File: src/rtl/cobertura_pkg.sv
// Shared types and default timing constants for the awning cover controller.
package cobertura_pkg;

  typedef enum logic [2:0] {
    ST_DEAD    = 3'd0,
    ST_OPEN    = 3'd1,
    ST_CLOSING = 3'd2,
    ST_CLOSED  = 3'd3,
    ST_OPENING = 3'd4,
    ST_FAULT   = 3'd5
  } state_e;

  localparam int unsigned FILT_CYCLES_DEF    = 16;
  localparam int unsigned DEAD_CYCLES_DEF    = 8;
  localparam int unsigned TIMEOUT_CYCLES_DEF = 1000;
  localparam int unsigned CW_DEF             = 16;

endpackage

File: src/rtl/cobertura_seq_filtro_sensor.sv
// Two-flop synchronizer plus persistence filter for the raw cover demand.
module filtro_sensor
  import cobertura_pkg::*;
#(
  parameter int unsigned FILT_CYCLES = FILT_CYCLES_DEF,
  parameter int unsigned CW          = CW_DEF
) (
  input  logic clk,
  input  logic rst,
  input  logic d_i,
  output logic q_o
);

  localparam logic [CW-1:0] FILT_LAST = CW'(FILT_CYCLES - 1);

  logic          s1_q;
  logic          s2_q;
  logic [CW-1:0] cnt_q;
  logic [CW-1:0] cnt_d;
  logic          dem_q;
  logic          dem_d;

  // Counter only advances while the synced level disagrees with dem.
  always_comb begin
    cnt_d = '0;
    dem_d = dem_q;
    if (s2_q != dem_q) begin
      if (cnt_q >= FILT_LAST) begin
        dem_d = s2_q;
      end else begin
        cnt_d = cnt_q + CW'(1);
      end
    end
  end

  always_ff @(posedge clk) begin
    if (rst) begin
      s1_q  <= 1'b0;
      s2_q  <= 1'b0;
      cnt_q <= '0;
      dem_q <= 1'b0;
    end else begin
      s1_q  <= d_i;
      s2_q  <= s1_q;
      cnt_q <= cnt_d;
      dem_q <= dem_d;
    end
  end

  assign q_o = dem_q;

endmodule

File: src/rtl/cobertura_seq.sv
// Awning H-bridge sequencer: dead time, travel timeout
// and latched fault around the filtered light/rain demand.
module cobertura_seq
  import cobertura_pkg::*;
#(
  parameter int unsigned FILT_CYCLES    = FILT_CYCLES_DEF,
  parameter int unsigned DEAD_CYCLES    = DEAD_CYCLES_DEF,
  parameter int unsigned TIMEOUT_CYCLES = TIMEOUT_CYCLES_DEF,
  parameter int unsigned CW             = CW_DEF
) (
  input  logic       clk,
  input  logic       rst,
  input  logic       L,
  input  logic       U,
  input  logic       Fe,
  input  logic       Fd,
  input  logic       clr_fault,
  output logic       A,
  output logic       B,
  output logic       fault,
  output logic [2:0] state
);

  localparam logic [CW-1:0] DEAD_LAST = CW'(DEAD_CYCLES - 1);
  localparam logic [CW-1:0] TO_LAST   = CW'(TIMEOUT_CYCLES - 1);

  logic          lu;
  logic          dem;
  logic          fe_s1_q;
  logic          fe_s_q;
  logic          fd_s1_q;
  logic          fd_s_q;
  state_e        state_q;
  state_e        state_d;
  logic [CW-1:0] cnt_q;
  logic [CW-1:0] cnt_d;
  logic          a_q;
  logic          a_d;
  logic          b_q;
  logic          b_d;
  logic          fault_q;
  logic          fault_d;

  assign lu = L | U;

  filtro_sensor #(
    .FILT_CYCLES (FILT_CYCLES),
    .CW          (CW)
  ) u_filtro (
    .clk (clk),
    .rst (rst),
    .d_i (lu),
    .q_o (dem)
  );

  always_comb begin
    state_d = state_q;
    unique case (state_q)
      ST_DEAD: begin
        if (cnt_q >= DEAD_LAST) begin
          if (dem) begin
            state_d = fe_s_q ? ST_CLOSED : ST_CLOSING;
          end else begin
            state_d = fd_s_q ? ST_OPEN : ST_OPENING;
          end
        end
      end
      ST_CLOSING: begin
        if (cnt_q >= TO_LAST)  state_d = ST_FAULT;
        else if (fe_s_q)       state_d = ST_DEAD;
        else if (!dem)         state_d = ST_DEAD;
      end
      ST_OPENING: begin
        if (cnt_q >= TO_LAST)  state_d = ST_FAULT;
        else if (fd_s_q)       state_d = ST_DEAD;
        else if (dem)          state_d = ST_DEAD;
      end
      ST_OPEN: begin
        if (dem) state_d = ST_DEAD;
      end
      ST_CLOSED: begin
        if (!dem) state_d = ST_DEAD;
      end
      ST_FAULT: begin
        if (clr_fault && !(fe_s_q && fd_s_q)) begin
          state_d = ST_DEAD;
        end
      end
      default: state_d = ST_DEAD;
    endcase
    // Both limits closed at once can only mean broken wiring.
    if (fe_s_q && fd_s_q && state_q != ST_FAULT) begin
      state_d = ST_FAULT;
    end
  end

  always_comb begin
    cnt_d = cnt_q;
    if (state_d != state_q) begin
      cnt_d = '0;
    end else if (cnt_q != '1) begin
      cnt_d = cnt_q + CW'(1);
    end
    a_d     = (state_d == ST_CLOSING);
    b_d     = (state_d == ST_OPENING);
    fault_d = (state_d == ST_FAULT);
  end

  always_ff @(posedge clk) begin
    if (rst) begin
      fe_s1_q <= 1'b0;
      fe_s_q  <= 1'b0;
      fd_s1_q <= 1'b0;
      fd_s_q  <= 1'b0;
      state_q <= ST_DEAD;
      cnt_q   <= '0;
      a_q     <= 1'b0;
      b_q     <= 1'b0;
      fault_q <= 1'b0;
    end else begin
      fe_s1_q <= Fe;
      fe_s_q  <= fe_s1_q;
      fd_s1_q <= Fd;
      fd_s_q  <= fd_s1_q;
      state_q <= state_d;
      cnt_q   <= cnt_d;
      a_q     <= a_d;
      b_q     <= b_d;
      fault_q <= fault_d;
    end
  end

  assign A     = a_q;
  assign B     = b_q;
  assign fault = fault_q;
  assign state = state_q;

endmodule

File: config.mk
export PLATFORM = sky130hd
export DESIGN_NAME = cobertura_seq
export DESIGN_NICKNAME = d
export VERILOG_FILES = /design/src/rtl/cobertura_pkg.sv /design/src/rtl/cobertura_seq_filtro_sensor.sv /design/src/rtl/cobertura_seq.sv
export SDC_FILE = /design/constraint.sdc
export NUM_CORES = 1
export LEC_CHECK = 0
export BUFFER_PORTS_ARGS = -buffer_cell sky130_fd_sc_hd__buf_2
export CAP_MARGIN = 10
export CORE_ASPECT_RATIO = 0.6
export CORE_MARGIN = 1.5
export CORE_UTILIZATION = 45
export CTS_BUF_LIST = sky130_fd_sc_hd__clkbuf_8
export DETAILED_ROUTE_END_ITERATION = 10
export PLACE_DENSITY = 0.73
export SYNTH_ARGS = -nofsm -noshare
export SYNTH_HDL_FRONTEND = slang
export SYNTH_SLANG_ARGS = --single-unit
File: constraint.sdc
create_clock -name clk -period 5.4 [get_ports clk]
set_clock_uncertainty 0.05 [all_clocks]
set_input_delay 0.27 -clock clk [delete_from_list [all_inputs] [get_ports clk]]
set_output_delay 0.27 -clock clk [all_outputs]
set_load 0.1 [all_outputs]
Word-level counts from Yosys, hierarchy flattened

Index checks and enable logic that the tools add are counted.
Widths: inputs -> output; s select.

$add $sub $neg: 2
$lt $le $gt $ge: 3
Bitwise gates (word level): 2
Eq/ne operators: 12
Reductions and logical operators: 8
Mux-type cells: 13

Operators by type and width:

| operator              | count |
|---|---|
| $mux 3                | 11 |
| $add 16x1->16 const B | 2 |
| $pmux 3 s6            | 1 |
| $ge 16x10->1 const B  | 1 |
| $ge 16x3->1 const B   | 1 |
| $ge 16x4->1 const B   | 1 |
| $ne 16x16->1 const B  | 1 |
| $eq 3x3->1 const B    | 4 |
| $eq 3x2->1 const B    | 3 |
| $eq 3x1->1 const B    | 1 |
| $logic_and 1x1->1     | 3 |
| $logic_not 3->1       | 1 |
| $ne 3x3->1            | 1 |
| $ne 3x3->1 const B    | 1 |
| $reduce_or 3->1       | 1 |
| $reduce_and 2->1      | 1 |
| $reduce_or 2->1       | 1 |
| $logic_not 1->1       | 1 |
| $mux 1                | 1 |
| $ne 1x1->1            | 1 |
| $not 1->1             | 1 |
| $or 1x1->1            | 1 |

Output and inout port bits: 6
Input port bits: 7
Bits in registers: 45

Longest topological paths before layout

Gate-level depths: netlist of the first run.

Word-level depth: 8
Gate-level depth with buffers: 8
Gate-level depth less buffers: 7

Hierarchy

A second synthesis of the first run with hierarchy kept.

Cell total of the unflattened synthesis: 203
Area total of the unflattened synthesis: 2148.3 um2

By module, submodules not included:

| module        | instances | area an instance (um2) | sequential area each (um2) | cells each |
|---|---|---|---|---|
| cobertura_seq | 1         | 1569.0                 | 520.5                      | 161 |
| filtro_sensor | 1         | 579.3                  | 380.4                      | 42 |

Worst setup path after synthesis of the first run

No wires, ideal clock.

Path type: reg-to-reg
Start: register state_q[2] (netlist: state[2])
End: register cnt_q[15]
Data required time: 5.236 ns
Setup time: 0.114 ns
Path buffers: 1
Setup slack: 2.688 ns
Cell stages (with the launch flop): 8
Data arrival time: 2.547 ns
Cells stage by stage: dfxtp_1 -> inv_2 -> or4b_1 -> a31o_1 -> and4_4 -> o221ai_2 -> buf_6 -> nor2_1

Cells in the longest elaborated chain, start to end: 7

RTL lines:

| item                          | RTL line                                 | RTL |
|---|---|---|
| start, declared               | cobertura_seq.sv:33                      | `state_e state_q;` |
| start signal, assigned        | cobertura_seq.sv:125                     | `state_q <= state_d;` |
| $mux 3 (on tied branches)     | --                                       |  |
| $mux 3 (on tied branches)     | cobertura_seq.sv:75, cobertura_seq.sv:70 |  |
| $mux 3 (on tied branches)     | cobertura_seq.sv:74, cobertura_seq.sv:69 |  |
| $pmux 3 s6                    | cobertura_seq.sv:58                      | `unique case (state_q)` |
| $mux 3                        | cobertura_seq.sv:92                      | `if (fe_s_q && fd_s_q && state_q != ST_FAULT) begin` |
| $ne 3x3->1 (*)                | cobertura_seq.sv:99                      | `if (state_d != state_q) begin` |
| $reduce_or 2->1 (no line) (*) | --                                       |  |
| end signal, assigned          | cobertura_seq.sv:126                     | `cnt_q <= cnt_d;` |
| end, declared                 | cobertura_seq.sv:35                      | `logic [CW-1:0] cnt_q;` |

Mark *: on every way between the ends. The rest lies on a longest branch, timed or not.
A chain may end at the register's enable or synchronous reset.

Final worst setup path of the first run

Start: register cnt_q[0]
End: register cnt_q[0]

Cells in the longest elaborated chain, start to end: 6

RTL lines:

| item                                               | RTL line |
|---|---|
| $ge 16x10->1 / $ge 16x3->1 (equally long branches) | cobertura_seq.sv:69, cobertura_seq.sv:74, cobertura_seq.sv:60 |
| $mux 3 (on tied branches)                          | cobertura_seq.sv:74, cobertura_seq.sv:60, cobertura_seq.sv:69 |
| $pmux 3 s6                                         | cobertura_seq.sv:58 |
| $mux 3                                             | cobertura_seq.sv:92 |
| $ne 3x3->1                                         | cobertura_seq.sv:99 |
| $reduce_or 2->1 (no line)                          | -- |

Several ways; a longest one is shown, not always the timed one.

==> results.md, run 1 <==
* Worst endpoint data arrival time at 2600 ps
* Yosys top cell area share at between 50 and 60%
* Via count at ~1.3k
* Min-Delay Startpoint: Fe
* Combinational share of power at about 3.8%
* Gp weighted congestion at 0.882
* Worst rel slew slack at around half
* Overall Power at roughly 590 uW
* Req. time, crit path at 5500 ps
* Minimum clock period at approximately 2500 ps
* TNS Setup at 0 ps
* Psw at around 120 uW
* CTS tree: yes
* Num ports at 13
* End of the worst hold path: fe_s1_q$_SDFF_PP0_
* Die Ht at between 50 and 60 um
* Area leader, netlist: dfxtp_1
* Die ar. at between 4000 and 5000 um2
* CP max FO at 16
* All-Layer GR Usage at ~15%
* Largest net degree at the start of global routing at 17
* Lkg Pwr at 0.805 nW
* Core area at around 3700 um2
* Worst-case reg-to-reg path depth at 7
* Initial Utilization at 47.9%
* RSZ-0062 raised after global routing: no
* CP Buf/Inv Count at 0
* Peak Freq at between 0.4 and 0.5 GHz
* Max incr delay on CP at roughly 660 ps
* Share of layout cells above drive strength 1 at approximately an eighth
* Antenna-violating nets left at 0
* CTS buffer count at 5
* Clock transition at path regs at ~80 ps
* Clk Latency, worst-skew pair at ~290 ps
* H-tree lvl count at 2
* Endpoints failing setup at 0
* Top delay family on crit path: compound AO/OA/AOI/OAI gates
* Area Overhead vs Synth at 12.6%
* Status: complete, no violations
* Post-synth top flop: dfxtp_1
* Post-DR wirelength/cell at 11.7 um
* Hold-fix buffers, CTS at 0
* Vias in the first global route at 1167
* Fin. max-slew vios at 0
* TritonCTS Sinks at 45
* Worst R2R Start: cnt_q[0]$_SDFFE_PP0P_
* Pwr/cell area at 293 nW/um2
* Syn Std Cell Area at roughly 1800 um2
* Port-buffer cells at 12
* Synth Instances at approximately 190
* Hold Fails Final Rpt at 0
* Clock tree root driver cell: clkbuf_8
* Number of diodes at 0
* Syn. warnings at 0
* Resize count post-CTS at 0
* Worst-Margin Slew at ~770 ps
* WL final at between 3000 and 4000 um
* Period Utilization, post-route at a little under half
* Mapped Avg Cell Area at 9.44 um2
* Max IR drop VDD at approximately 150 uV
* CP Capture Type: register
* Distinct cell type count after synthesis at 41
* Clock Path Buffers at 2
* Total global routing overflow at 0
* Internal at 466 uW
* Sequential area share after synthesis at between 50% and 60%
* Initial DRC count at around 130
* Hold path cells at 2
* Switching Fraction at just over 20%
* Drt pass-1 iters at 4
* Synthesized flop and latch total at between 40 and 50
* FF-to-FF setup slack at 2900 ps
* Post-CTS Setup Inserts at 0
* First-pass GRT wire length at about 5200 um
* Sequential power share at just under 60%
* Worst hold path class: input port to register
* Crit-path cells: ha_1 > a211oi_1 > nand4_1 > nand4b_1 > a31oi_1 > o221ai_2 > nor2_1
* Row cnt at 17
* Die W at approximately 84 um
* Hpwl dp at about 2300 um
* Clk network pwr share at a little under two fifths
* Max-Cap Viols at 0
* Crit-path slowest cell: o221ai_2
* CP Class: register to register
* RR Endpoint: cnt_q[0]$_SDFFE_PP0P_
* Synth area leaders: dfxtp_1, nor2_1, xor2_1
* Via/cell ratio at 5.10
* Initial antenna violation count at 0
* DRC at 0
* Nets at 222
* Post-synth EDFFs at 0
* Async SR Flop Fraction at 0%
* Startpoint types: register
-- cells in the final DEF (no fill, tap or decap), drive strengths merged, types with 3 or more instances in the layout --
cell	netlist	routed
conb	1	12
nand2	9	9
dfxtp	45	45
nand4	7	7
and3	5	5
mux2i	4	4
buf	4	12
nor4	6	6
nand3	11	11
xor2	10	10
and2	3	3
a31oi	5	5
clkbuf	2	7
xnor2	4	4
nor3	7	7
a21oi	4	4
nor2b	5	5
nor2	27	27
o21ai	6	6
or3	5	5
-- layout make-up --
cell class / instances / area, um2
repair buffers: 12 / 60.1
flip-flops and latches: 45 / 901
fillers: 321 / 1710
inverters: 2 / 7.51
clock buffers: 7 / 96.3
multi-input cells: 147 / 881
well taps: 47 / 58.8
clock inverters: 1 / 5.00
-- cell families (layout without fill, tap and decap cells) --
family          Yosys count  count (layout)  share of synthesized area, %
mux                       5               5                          2.88
buf+inv                   8              22                          2.45
compound gates           20              20                          7.36
simple gates             94              94                          28.3
other cells               1              12                         0.210
fa+ha+maj                 2               2                          1.40
flops                    45              45                          50.5
xor+xnor                 14              14                          6.87
-- power by group through the flow --
stage	logic [mW]	clock network, mW	registers, mW
finish	0.0223	0.219	0.347
CTS	0.0225	0.226	0.347
global placement	0.0220	0	0.354
detailed placement	0.0223	0	0.355
global route	0.0253	0.239	0.348
floorplan	0.0168	0	0.355
-- stage by stage --
step           util, %  hold WS, ps  setup WS (ps)  cells  instance area [um2]
2_1_floorplan        -          292           2690    200                 1830
3_3_place_gp      51.3          368           2910    253                 1910
3_5_place_dp      51.3          379           2860    253                 1910
4_1_cts           54.0          125           2860    261                 2010
5_1_grt           54.0          135           2680    261                 2010
6_report          54.0          127           2900    261                 2010
-- metal layers --
metal  vias to the layer above  share of wire (%)  GRT usage (%)
li1                        708                  -              -
met1                       590                 58           23.2
met2                        32                 35           20.1
met3                         2                6.7           6.03
met4                         0               0.33           4.10
met5                         -                  0              0
-- cells in the mapped netlist, types with 5 or more instances --
library cell / n
a31oi_1: 5
dfxtp_1: 45
nand2_1: 9
nand3_1: 11
nand4_1: 7
nor2_1: 26
nor2b_1: 5
nor3_1: 7
nor4_1: 6
o21ai_0: 6
or3_1: 5
xor2_1: 10
-- how the worst max path moves through the flow --
stage                           startpoint                     end  slack, ps  cells past startpoint
global route        cnt_q[15]$_SDFFE_PP0P_   cnt_q[2]$_SDFFE_PP0P_       2680                      6
CTS                  cnt_q[0]$_SDFFE_PP0P_   cnt_q[0]$_SDFFE_PP0P_       2860                      7
global placement     cnt_q[0]$_SDFFE_PP0P_  cnt_q[10]$_SDFFE_PP0P_       2910                      7
floorplan              state[2]$_SDFF_PP0_  cnt_q[15]$_SDFFE_PP0P_       2690                      7
detailed placement   cnt_q[0]$_SDFFE_PP0P_   cnt_q[0]$_SDFFE_PP0P_       2860                      7
finish               cnt_q[0]$_SDFFE_PP0P_   cnt_q[0]$_SDFFE_PP0P_       2900                      7
No activity file was read; power rests on OpenSTA's default activity.
==> inputs of run 2 (changes only) <==
PLACE_DENSITY = 0.76   (was 0.73)
clock period = 2.1 ns   (was 5.4 ns; I/O delays follow)
==> run 2 against run 1 <==
Non-clock buffer count rose by 27. Sequential share of layout area shrank 6.4 points. Register-to-register slack worse by 2900 ps. Highest routed layer unchanged. Final cell count grew 11%. Sequential power rose to 2.6 times the previous value. Largest cell class is now multi-input combinational cells. Critical path type unchanged.
==> results.md, run 2 (synthesized netlist as in run 1, its figures left out) <==
* Max Used Layer: met4
* First-pass GRT wire length at 6630 um (+27%)
* Row cnt at 17 (unchanged)
* Via/cell ratio at 5.28 (+3.5%)
* Max IR drop VDD at 439 uV (+190%)
* Clock Path Buffers at 2 (unchanged)
* Clk network pwr share at 34.8% (-2.4 points)
* Period Utilization, post-route at 99.2% (+53 points)
* Most frequent cells in the layout: dfxtp_1, nor2_1, buf_4
* CP Launch Point: cnt_q[0]$_SDFFE_PP0P_
* Number of diodes at 0 (unchanged)
* Crit-path slowest cell: dfxtp_2
* WL final at 4150 um (+36%)
* Peak Freq at 0.480 GHz (+20%)
* Clock transition at path regs at 90 ps (about the same)
* Initial Utilization at 47.9% (unchanged)
* RSZ-0062 raised after global routing: yes
* Most common cell after layout, fill and taps aside: dfxtp_1
* Core area at 3720 um2 (unchanged)
* Die Ht at 51.8 um (unchanged)
* Final hold slack at 91.3 ps (-35.5 ps)
* Max incr delay on CP at 350 ps (-310 ps)
* Clk Latency, worst-skew pair at 310 ps (+20 ps)
* Max-Cap Viols at 0 (unchanged)
* M1 wire length at 2170 um (+22%)
* Antenna-violating nets left at 0 (unchanged)
* Die W at 84.3 um (unchanged)
* Endpoints failing setup at 0 (unchanged)
* CP Buf/Inv Count at 1 (+1)
* DRC at 0 (unchanged)
* H-tree lvl count at 2 (unchanged)
* Total global routing overflow at 0 (unchanged)
* Clock tree root driver cell: clkbuf_8
* Post-Route Utilization at 64.0% (+10 points)
* Pwr/cell area at 639 nW/um2 (+120%)
* Hpwl dp at 2520 um (+10%)
* Die ar. at 4360 um2 (unchanged)
* Worst hold path class: input port to register
* Metal3 WL at 181 um (-12%)
* All-Layer GR Usage at 20.5% (+5.0 points)
* Initial DRC count at 131 (+4.0%)
* CP Class: register to register
* Sequential power share at 58.4% (-0.6 points)
* Port-buffer cells at 12 (unchanged)
* Psw at 365 uW (+200%)
* Share of layout cells above drive strength 1 at 29.8% (+17 points)
* Drt pass-1 iters at 4 (unchanged)
* Internal at 1.16 mW (+150%)
* Hold Fails Final Rpt at 0 (unchanged)
* Switching Fraction at 24.0% (+3.2 points)
* Post-DR wirelength/cell at 14.4 um (+22%)
* Largest net degree at the start of global routing at 15 (-2)
* Vias in the first global route at 1365 (+17%)
* Startpoint types: register
* Lkg Pwr at 0.960 nW (+19%)
* CTS tree: yes
* CTS buffer count at 5 (unchanged)
* Met2 Routed Length at 1700 um (+59%)
* Crit-path cells: ha_4 > a211oi_2 > nand4_1 > and3_4 > nor3_4 > o221ai_4 > buf_6 > a31oi_1
* CP Capture Type: register
* Initial antenna violation count at 0 (unchanged)
* Via count at 1526 (+15%)
* Num ports at 13 (unchanged)
* Top delay family on crit path: simple AND/OR/NAND/NOR gates
* Worst R2R Start: cnt_q[0]$_SDFFE_PP0P_
* Nets at 250 (+13%)
* CP max FO at 5 (-11)
* Req. time, crit path at 2290 ps (-3210 ps)
* TritonCTS Sinks at 45 (unchanged)
* Minimum clock period at 2080 ps (-416 ps)
* Fin. max-slew vios at 0 (unchanged)
* Combinational share of power at 6.9% (+3.1 points)
* Status: complete, no violations
* Worst endpoint data arrival time at 2280 ps (-320 ps)
* Min-Delay Startpoint: rst
* Area Overhead vs Synth at 33.6%
* Gp weighted congestion at 0.824 (-6.6%)
==> run 2: through the flow <==
| step | cell area [um2] | setup TNS [ps] | cells | power [mW] | setup WS, ps |
|---|---|---|---|---|---|
| final | 2380 | 0 | 289 | 1.52 | 15.9 |
| after global routing | 2380 | -583 | 289 | 1.58 | -91.0 |
| after CTS | 2260 | 0 | 284 | 1.51 | 9.68 |
| after detailed placement | 2070 | -1620 | 270 | 0.980 | -114 |
| after global placement | 2070 | -227 | 270 | 0.978 | -22.0 |
| after floorplan | 1860 | 0 | 200 | 0.955 | 7.77 |
==> run 2: timing repair <==
| action | in CTS | in global routing |
|---|---|---|
| hold buffers | 4 | 0 |
| pin swaps | 7 | 19 |
| setup endpoints to repair | 16 | 19 |
| setup buffers | 1 | 5 |
| resized for setup | 6 | 18 |
| gates cloned | 1 | 0 |
| hold endpoints to repair | 3 | 0 |
==> run 2: worst paths after layout <==
kind	cells after the start	slack [ps]	to
worst max register to register	8	20	cnt_q[13]$_SDFFE_PP0P_
worst min-delay path	2	90	u_filtro.q_o$_SDFFE_PP0P_
worst max-delay path	8	20	cnt_q[13]$_SDFFE_PP0P_
worst min register to register	1	390	u_filtro.s2_q$_SDFF_PP0_
==> run 2: layout make-up <==
class	instances	area (um2)
fillers	301	1340
multi-input cells	148	1030
flip-flops and latches	45	916
repair buffers	39	280
clock buffers	5	68.8
well taps	47	58.8
clock inverters	3	16.3
inverters	2	10.0
==> run 2: layer usage <==
layer / vias up / track usage (%)
li1: 764 / -
met1: 709 / 29.6
met2: 43 / 28.1
met3: 10 / 5.24
met4: 0 / 9.84
met5: - / 0
==> run 2: power by group through the flow <==
stage               sequential, mW  combinational (mW)  clock (mW)
finish                       0.889               0.104       0.530
global route                 0.892               0.114       0.573
CTS                          0.886              0.0893       0.534
detailed placement           0.905              0.0749           0
global placement             0.905              0.0735           0
floorplan                    0.910              0.0450           0
==> inputs of run 3 (changes only) <==
RECOVER_POWER = 50   (was default)
==> run 3 against run 2 <==
Global-route usage did not move. Setup slack hardly changed. Register-to-register slack is essentially flat. Largest power group unchanged. First-iteration DRC count unchanged. Sequential cell count did not move. Fmax about the same. Core utilization is 0.17 points lower. Sequential power hardly changed. Via count fell by 0.26%.
==> results.md, run 3 (synthesized netlist as in run 1, its figures left out) <==
* Status: complete, no violations
* Initial Utilization at 47.9% (unchanged)
* Die ar. at 4360 um2 (unchanged)
* Clk Latency, worst-skew pair at 310 ps (about the same)
* Switching Fraction at 24.0% (about the same)
* Via count at 1522 (-0.26%)
* Port-buffer cells at 12 (unchanged)
* Hold Fails Final Rpt at 0 (unchanged)
* TritonCTS Sinks at 45 (unchanged)
* Combinational share of power at 6.8% (about the same)
* Psw at 365 uW (about the same)
* Initial antenna violation count at 0 (unchanged)
* CP max FO at 5 (unchanged)
* TNS Setup at 0 ps (unchanged)
* Pwr/cell area at 641 nW/um2 (+0.26%)
* Max IR drop VDD at 438 uV (about the same)
* Worst rel slew slack at 22.8%
* First-pass GRT wire length at 6630 um (unchanged)
* Fin. max-slew vios at 0 (unchanged)
* Max-Cap Viols at 0 (unchanged)
* Share of layout cells above drive strength 1 at 27.7% (-2.1 points)
* Req. time, crit path at 2290 ps (about the same)
* Antenna-violating nets left at 0 (unchanged)
* Core area at 3720 um2 (unchanged)
* RSZ-0062 raised after global routing: yes
* Peak Freq at 0.480 GHz (about the same)
* CP Capture Type: register
* Multi-input logic area at 1030 um2 (unchanged)
* Row cnt at 17 (unchanged)
* Initial DRC count at 131 (unchanged)
* FILL cells at 306 (+1.7%)
* Endpoints failing setup at 0 (unchanged)
* Post-DR wirelength/cell at 14.3 um (about the same)
* Die Ht at 51.8 um (unchanged)
* Period Utilization, post-route at 99.2% (about the same)
* Gp weighted congestion at 0.824 (unchanged)
* Num ports at 13 (unchanged)
* Clock Path Buffers at 2 (unchanged)
* Clock tree root driver cell: clkbuf_8
* Most common cell after layout, fill and taps aside: dfxtp_1
* Area Overhead vs Synth at 33.2%
* CTS buffer count at 5 (unchanged)
* H-tree lvl count at 2 (unchanged)
* Sequential power share at 58.4% (about the same)
* Clock transition at path regs at 90 ps (about the same)
* CP Class: register to register
* Worst-Margin Slew at approximately 1200 ps
* Number of diodes at 0 (unchanged)
* Most frequent cells in the layout: dfxtp_1, nor2_1, buf_4
* Internal at 1.16 mW (about the same)
* Setup ws final at 15.9 ps (-0.0504 ps)
* CTS tree: yes
* Place WS at -114 ps (unchanged)
* Minimum clock period at 2080 ps (+0.0504 ps)
* Register area at 916 um2 (unchanged)
* DRC at 0 (unchanged)
* Startpoint types: register
* Die W at 84.3 um (unchanged)
* All-Layer GR Usage at 20.5% (unchanged)
* Nets at 250 (unchanged)
* Lkg Pwr at 0.938 nW (-2.3%)
* Largest net degree at the start of global routing at 15 (unchanged)
* WL final at 4150 um (about the same)
* Drt pass-1 iters at 4 (unchanged)
* Via/cell ratio at 5.27 (-0.26%)
* Worst endpoint data arrival time at 2280 ps (about the same)
* Worst hold path class: input port to register
* Vias in the first global route at 1365 (unchanged)
* Total global routing overflow at 0 (unchanged)
* Clk network pwr share at 34.8% (about the same)
* Hpwl dp at 2520 um (unchanged)
-- run 3: changes by cell type in the layout (fill, tap and decap cells not counted) --
cell      previous run  this run
buf_2               12         7
clkbuf_1             0         5
-- run 3: worst paths after layout --
check	start	to	slack, ps	cells after the start
worst max register to register	cnt_q[0]$_SDFFE_PP0P_	cnt_q[13]$_SDFFE_PP0P_	20	8
worst min register to register	u_filtro.s1_q$_SDFF_PP0_	u_filtro.s2_q$_SDFF_PP0_	390	1
worst min-delay path	rst	u_filtro.q_o$_SDFFE_PP0P_	90	2
worst max-delay path	cnt_q[0]$_SDFFE_PP0P_	cnt_q[13]$_SDFFE_PP0P_	20	8
-- run 3: critical path: stages, from the launching register on --
cell,delay (ps)
dfxtp_2,350
ha_4,160
a211oi_2,220
nand4_1,200
and3_4,260
nor3_4,310
o221ai_4,200
buf_6,160
a31oi_1,110
-- run 3: metal layers --
layer / vias up / GRT usage [%] / part of all wire [%]
met2: 40 / 28.1 / 41
met1: 708 / 29.6 / 53
met3: 10 / 5.24 / 4.3
li1: 764 / - / -
met5: - / 0 / 0
met4: 0 / 9.84 / 2.4
-- run 3: timing repair --
action                     4_1_cts  5_1_grt
hold endpoints to repair         3        0
gates cloned                     1        0
setup buffers                    1        5
setup endpoints to repair       16       19
gates resized for setup          6       18
hold buffers                     4        0
pin swaps                        7       19
-- run 3: cell type report --
cell class | count | share of cell area, %
Sequential cell | 45 | 38.5
Tap cell | 47 | 2.47
Multi-Input combinational cell | 148 | 43.5
Inverter | 2 | 0.421
Clock inverter | 3 | 0.684
Clock buffer | 5 | 2.89
Timing Repair Buffer | 39 | 11.5
-- run 3: through the flow --
step	total power, mW	hold WS, ps	cells	util (%)	cell area [um2]
2_1_floorplan	0.955	125	200	-	1860
3_3_place_gp	0.978	267	270	55.5	2070
3_5_place_dp	0.980	267	270	55.5	2070
4_1_cts	1.51	88.8	284	60.6	2260
5_1_grt	1.58	100	289	63.9	2380
6_report	1.52	91.2	289	63.9	2380
-- run 3: power groups by stage --
stage / Clock (mW) / Sequential, mW / Combinational (mW)
floorplan: 0 / 0.910 / 0.0450
global placement: 0 / 0.905 / 0.0735
detailed placement: 0 / 0.905 / 0.0749
CTS: 0.534 / 0.886 / 0.0893
global route: 0.573 / 0.892 / 0.114
finish: 0.530 / 0.889 / 0.104
